$ cat src/rtl/laser_cover_opt.sv
// laser_cover_opt: two-circle coverage optimiser; LASER_EARLY_EXIT_EN stops after any scan covering all N points
module laser_cover_opt #(
  parameter int CW       = 4,
  parameter int N        = 40,
  parameter int R2       = 16,
  parameter int MAX_ITER = 4
) (
  input  logic                     CLK,
  input  logic                     RST,
  input  logic                     IN_VALID,
  output logic                     IN_READY,
  input  logic [CW-1:0]            X,
  input  logic [CW-1:0]            Y,
  output logic [CW-1:0]            C1X,
  output logic [CW-1:0]            C1Y,
  output logic [CW-1:0]            C2X,
  output logic [CW-1:0]            C2Y,
  output logic [$clog2(N+1)-1:0]   COVER,
  output logic                     DONE
);
  localparam int AW = 2 * CW;
  localparam int PW = $clog2(N);
  localparam int SW = $clog2(N + 1);
  localparam logic [31:0] R2U = R2;

  typedef enum logic [2:0] {LOAD, SCAN1, SCAN2, CHECK, OUT} state_t;

  state_t          st;
  logic [CW-1:0]   px [N];
  logic [CW-1:0]   py [N];
  logic [PW-1:0]   k, pi;
  logic [AW-1:0]   cand, bc;
  logic [SW-1:0]   acc, best, sc, prev, tot;
  logic            bv, fin, hit, last_p, upd;
  logic [CW-1:0]   c1x, c1y, c2x, c2y;
  logic [CW-1:0]   cx, cy, fx, fy, qx, qy;
  logic [3:0]      pass;

  // Edge-clamped squared distance test; no wrap-around across the grid
  function automatic logic covers(input logic [CW-1:0] ax, input logic [CW-1:0] ay,
                                  input logic [CW-1:0] bx, input logic [CW-1:0] by);
    logic [AW-1:0] dx;
    logic [AW-1:0] dy;
    dx = AW'(ax > bx ? ax - bx : bx - ax);
    dy = AW'(ay > by ? ay - by : by - ay);
    return 32'({1'b0, dx * dx} + {1'b0, dy * dy}) <= R2U;
  endfunction

  // Candidate is the raster index (y high bits, x low bits); the other circle stays fixed
  always_comb begin
    cx     = cand[CW-1:0];
    cy     = cand[AW-1:CW];
    fx     = st == SCAN1 ? c2x : c1x;
    fy     = st == SCAN1 ? c2y : c1y;
    qx     = px[pi];
    qy     = py[pi];
    hit    = covers(qx, qy, cx, cy) | ((st == SCAN2 || pass != 4'd0) && covers(qx, qy, fx, fy));
    last_p = pi == PW'(N - 1);
    tot    = acc + SW'(hit);
    upd    = last_p && (!bv || tot > best);
  end

  // Job sequencer: load points, alternate scans, decide on another pass, publish result
  always_ff @(posedge CLK or posedge RST) begin
    if (RST) begin
      st       <= LOAD;
      for (int i = 0; i < N; i++) begin
        px[i] <= '0;
        py[i] <= '0;
      end
      k        <= '0;
      pi       <= '0;
      cand     <= '0;
      bc       <= '0;
      acc      <= '0;
      best     <= '0;
      sc       <= '0;
      prev     <= '0;
      bv       <= 1'b0;
      fin      <= 1'b0;
      c1x      <= '0;
      c1y      <= '0;
      c2x      <= '0;
      c2y      <= '0;
      pass     <= '0;
      IN_READY <= 1'b1;
      C1X      <= '0;
      C1Y      <= '0;
      C2X      <= '0;
      C2Y      <= '0;
      COVER    <= '0;
      DONE     <= 1'b0;
    end else begin
      DONE <= 1'b0;
      case (st)
        LOAD: if (IN_VALID && IN_READY) begin
          px[k] <= X;
          py[k] <= Y;
          if (k == PW'(N - 1)) begin
            k        <= '0;
            st       <= SCAN1;
            IN_READY <= 1'b0;
            c1x      <= '0;
            c1y      <= '0;
            c2x      <= '0;
            c2y      <= '0;
            pass     <= '0;
            prev     <= '0;
            sc       <= '0;
            pi       <= '0;
            cand     <= '0;
            acc      <= '0;
            bv       <= 1'b0;
            fin      <= 1'b0;
          end else begin
            k <= k + 1'b1;
          end
        end
        SCAN1, SCAN2: if (!fin) begin
          pi  <= last_p ? '0 : pi + 1'b1;
          acc <= last_p ? '0 : tot;
          if (last_p) begin
            cand <= cand + 1'b1;
            fin  <= &cand;
          end
          if (upd) begin
            best <= tot;
            bc   <= cand;
            bv   <= 1'b1;
          end
        end else begin
          if (st == SCAN1) begin
            c1x <= bc[CW-1:0];
            c1y <= bc[AW-1:CW];
          end else begin
            c2x <= bc[CW-1:0];
            c2y <= bc[AW-1:CW];
          end
          sc  <= best;
          fin <= 1'b0;
          bv  <= 1'b0;
`ifdef LASER_EARLY_EXIT_EN
          st  <= best == SW'(N) ? OUT : (st == SCAN1 ? SCAN2 : CHECK);
`else
          st  <= st == SCAN1 ? SCAN2 : CHECK;
`endif
        end
        CHECK: begin
          pass <= pass + 4'd1;
          prev <= sc;
          st   <= (sc <= prev || pass == 4'(MAX_ITER - 1)) ? OUT : SCAN1;
        end
        OUT: begin
          C1X      <= c1x;
          C1Y      <= c1y;
          C2X      <= c2x;
          C2Y      <= c2y;
          COVER    <= sc;
          DONE     <= 1'b1;
          IN_READY <= 1'b1;
          st       <= LOAD;
        end
        default: st <= LOAD;
      endcase
    end
  end
endmodule
$ cat config.mk
export PLATFORM = sky130hd
export DESIGN_NAME = laser_cover_opt
export DESIGN_NICKNAME = d
export VERILOG_FILES = /design/src/rtl/laser_cover_opt.sv
export SDC_FILE = /design/constraint.sdc
export NUM_CORES = 1
export LEC_CHECK = 0
export ABC_AREA = 0
export CORE_MARGIN = 1.5
export CORE_UTILIZATION = 58
export CTS_CLUSTER_SIZE = 25
export DETAILED_ROUTE_END_ITERATION = 10
export PLACE_DENSITY = 0.75
export SETUP_SLACK_MARGIN = 0.02
export SLEW_MARGIN = 10
export SYNTH_ARGS = -nofsm -noshare
export SYNTH_HDL_FRONTEND = slang
export SYNTH_SLANG_ARGS = --single-unit
$ cat constraint.sdc
create_clock -name CLK -period 18.7 [get_ports CLK]
set_input_delay 4.675 -clock CLK [delete_from_list [all_inputs] [get_ports CLK]]
set_output_delay 4.675 -clock CLK [all_outputs]
set_load 0.01 [all_outputs]
==> reports/qor.csv <==
stage,metric,value,unit
detailed_routing,first_iter_violations,906,
die,initial_core_util,59.3,%
timing,timing.setup.tns,0,ns
pwr,power_density,69.9,nW/um2
worst_setup_path,cp-end-kind,flop,
worst_setup_path,slowest_stage,dfrtp_4,
synth,synth-edff-count,0,
placed_design,dp_hpwl,35200,um
worst_setup_path,crit_buf_inv,3,
clock_network,clkTransAtPathRegs,0.06,ns
pwr,leakage,12.4,nW
clock_network,clkLatencyLatePin,0.57,ns
worst_setup_path,timing.rr.end,best[3],
worst_setup_path,reg2reg_depth,36,
min_path,whs_path_depth,1,
layout,diodes,0,
worst_setup_path,slowest_delay,1.08,ns
detailed_routing,drtAntennaViolNets,0,
placed_design,preCtsSetupSlack,6.20,ns
synth,ys_seq_elements,421,
timing,setup_viol,0,
synth,ys_seq_area_share,44.4,%
timing,relSlewSlack,22.0,%
timing,period_minus_slack,12.38,ns
detailed_routing,wirelength,50700,um
detailed_routing,vias,14500,
layout,final_net_count,2011,
layout,multi_input_area,12300,um2
die,die_y,205,um
synth,synth-async-reset-ratio,100,%
detailed_routing,routed_via_density,6.05,
synth,synth_cell_types,77,
placed_design,dpl.cell_count,2322,
min_path,hp-start,py[124],
worst_setup_path,cp_common_cell,ha_1,
grt,grt_max_degree,126,
layout,fin_cells,2394,
pwr,power,1.80,mW
clock_network,cts_tree,done,
die,fp.coreArea,40000,um2
synth,synthFlopType,dfrtp_1,
grt,antenna_found_initial,1,
layout,area_growth,8.82,%
outcome,status,"complete, no violations",
worst_setup_path,path_max_fanout,49,
pwr,ir_worst_vdd,0.0750,mV
flow_run,max_cap_violations,0,
clock_network,htree_levels,2,
die,die_x,205,um
grt,grt_pass1_wl,83100,um
layout,seqCellArea,10500,um2
synth,yosysWarnings,0,
timing,hold_viol,0,
clock_network,root_buffer,clkbuf_16,
clock_network,clockBufferDepth,3,
worst_setup_path,cp.required,19.14,ns
timing,worst_pin_slew,1.17,ns
grt,gr-total-overflow,0,
worst_setup_path,critPathKind,flop to flop,
detailed_routing,firstDrtPassIters,5,
timing,worst_slack,6.32,ns
clock_network,cts_made_buffers,44,
layout,n_fill_cell,2986,
detailed_routing,routedWlPerCell,21.2,um
min_path,min_path_type,flop to flop,
synth,netlist_area,23700,um2
worst_setup_path,rrSetupSlack,6.32,ns
die,rows,73,
worst_setup_path,critPathArrivalTime,12.81,ns
synth,yosysTopAreaCell,dfrtp_1,
layout,drive_above_1_share,31.7,%
timing,clock_skew,0.0208,ns
synth,syn_nets,2013,
detailed_routing,drc,0,
worst_setup_path,critPathLaunchType,flop,
timing,slew_viol_final,0,
synth,syn_area_per_cell,12.9,um2
clock_network,cts_setup_buffers,0,
worst_setup_path,r2r_start,pi[0],
synth,yosysTopAreaCellShare,44.3,%
worst_setup_path,crit_family,adder cells,
synth,synth_top_cells_by_area,"dfrtp_1 (44%), mux2_2 (17%), mux4_2 (9.1%)",
timing,period_share,66.2,%
min_path,hold_end,py[124],
grt,first_global_vias,15300,
timing,rsz0062_at_grt,no,
die,dieArea,42100,um2
clock_network,cts-resized-gates,0,
clock_network,cts.sinks,421,
synth,synth_cells,1845,
die,ios,35,
placed_design,gp_congestion,0.875,
worst_setup_path,worst-path-stages,36,
timing,fmax,80.8,MHz
placed_design,io_buffer_count,34,
grt,grt_usage,25.3,%
clock_network,cts_hold_buf,0,
[flip-flops by register name (all words and copies together) (netlist names), 6 cells and up]
name,count
py,160
COVER,6
pi,6
px,160
k,6
prev,6
bc,8
cand,8
acc,6
best,6
sc,6
[cells in the final DEF (no fill, tap or decap), types with 25 or more instances in the layout]
cell	instances
a21oi_1	45
clkbuf_16	45
clkdlybuf4s50_1	34
dfrtp_1	418
fa_1	50
ha_1	107
inv_1	127
mux2_2	364
mux4_2	96
nand2_1	86
nand3_1	25
nor2_1	71
o21ai_0	39
xnor2_1	40
[power breakdown]
group	switching, mW	internal (mW)
clock	0.352	0.507
sequential	0	0.911
combinational	0.0287	0.00411
total	0.380	1.42
[how the worst max path moves through the flow]
| stage | start | endpoint | slack, ns |
|---|---|---|---|
| 4_1_cts | pi[0] | bc[5] | 6.17 |
| 3_5_place_dp | pi[0] | bc[5] | 6.20 |
| 5_1_grt | pi[0] | best[3] | 5.42 |
| 3_3_place_gp | pi[0] | bc[4] | 6.51 |
| 6_report | pi[0] | best[3] | 6.32 |
| 2_1_floorplan | RST | C1X[0] | 2.31 |
[layout make-up]
| class | count | area share, % |
|---|---|---|
| Clock inverter | 8 | 0.461 |
| Clock buffer | 64 | 4.91 |
| Inverter | 128 | 1.89 |
| Tap cell | 525 | 2.55 |
| Timing Repair Buffer | 52 | 1.84 |
| Multi-Input combinational cell | 1196 | 47.5 |
| Sequential cell | 421 | 40.9 |
[synth_stat cells, drive strengths merged (16+ instances only)]
| library cell | instances |
|---|---|
| buf | 35 |
| clkbuf | 65 |
| a21oi | 53 |
| xnor2 | 40 |
| o21ai | 45 |
| fa | 50 |
| ha | 107 |
| mux2 | 372 |
| nand3 | 26 |
| inv | 128 |
| mux2i | 19 |
| dfrtp | 420 |
| mux4 | 96 |
| nor2 | 80 |
| nand2b | 16 |
| xor2 | 17 |
| nand2 | 90 |
| a21o | 16 |
[kinds of logic after synthesis]
kind of cell	count (synthesis)	share of synthesized area, %
AO/OA/AOI/OAI	186	5.27
buffers and inverters	228	3.94
XOR/XNOR	57	2.11
flip-flops	421	44.4
adder cells (fa/ha/maj)	157	9.87
AND/OR/NAND/NOR	309	6.81
multiplexers	487	27.6
[per-stage QoR]
stage / hold WS [ns] / cell area [um2] / utilization, %
6_report: 0.487 / 25800 / 64.5
2_1_floorplan: 0.451 / 23700 / -
4_1_cts: 0.487 / 25800 / 64.5
3_5_place_dp: 0.474 / 24400 / 61.0
3_3_place_gp: 0.463 / 24400 / 61.0
5_1_grt: 0.504 / 25800 / 64.5
[per-layer routing]
layer,wire length [um],global-route usage (%)
met4,1630,9.38
met1,22200,33.7
met2,25000,42.3
met5,13,0
met3,1900,3.85
No activity file was read; power rests on OpenSTA's default activity.
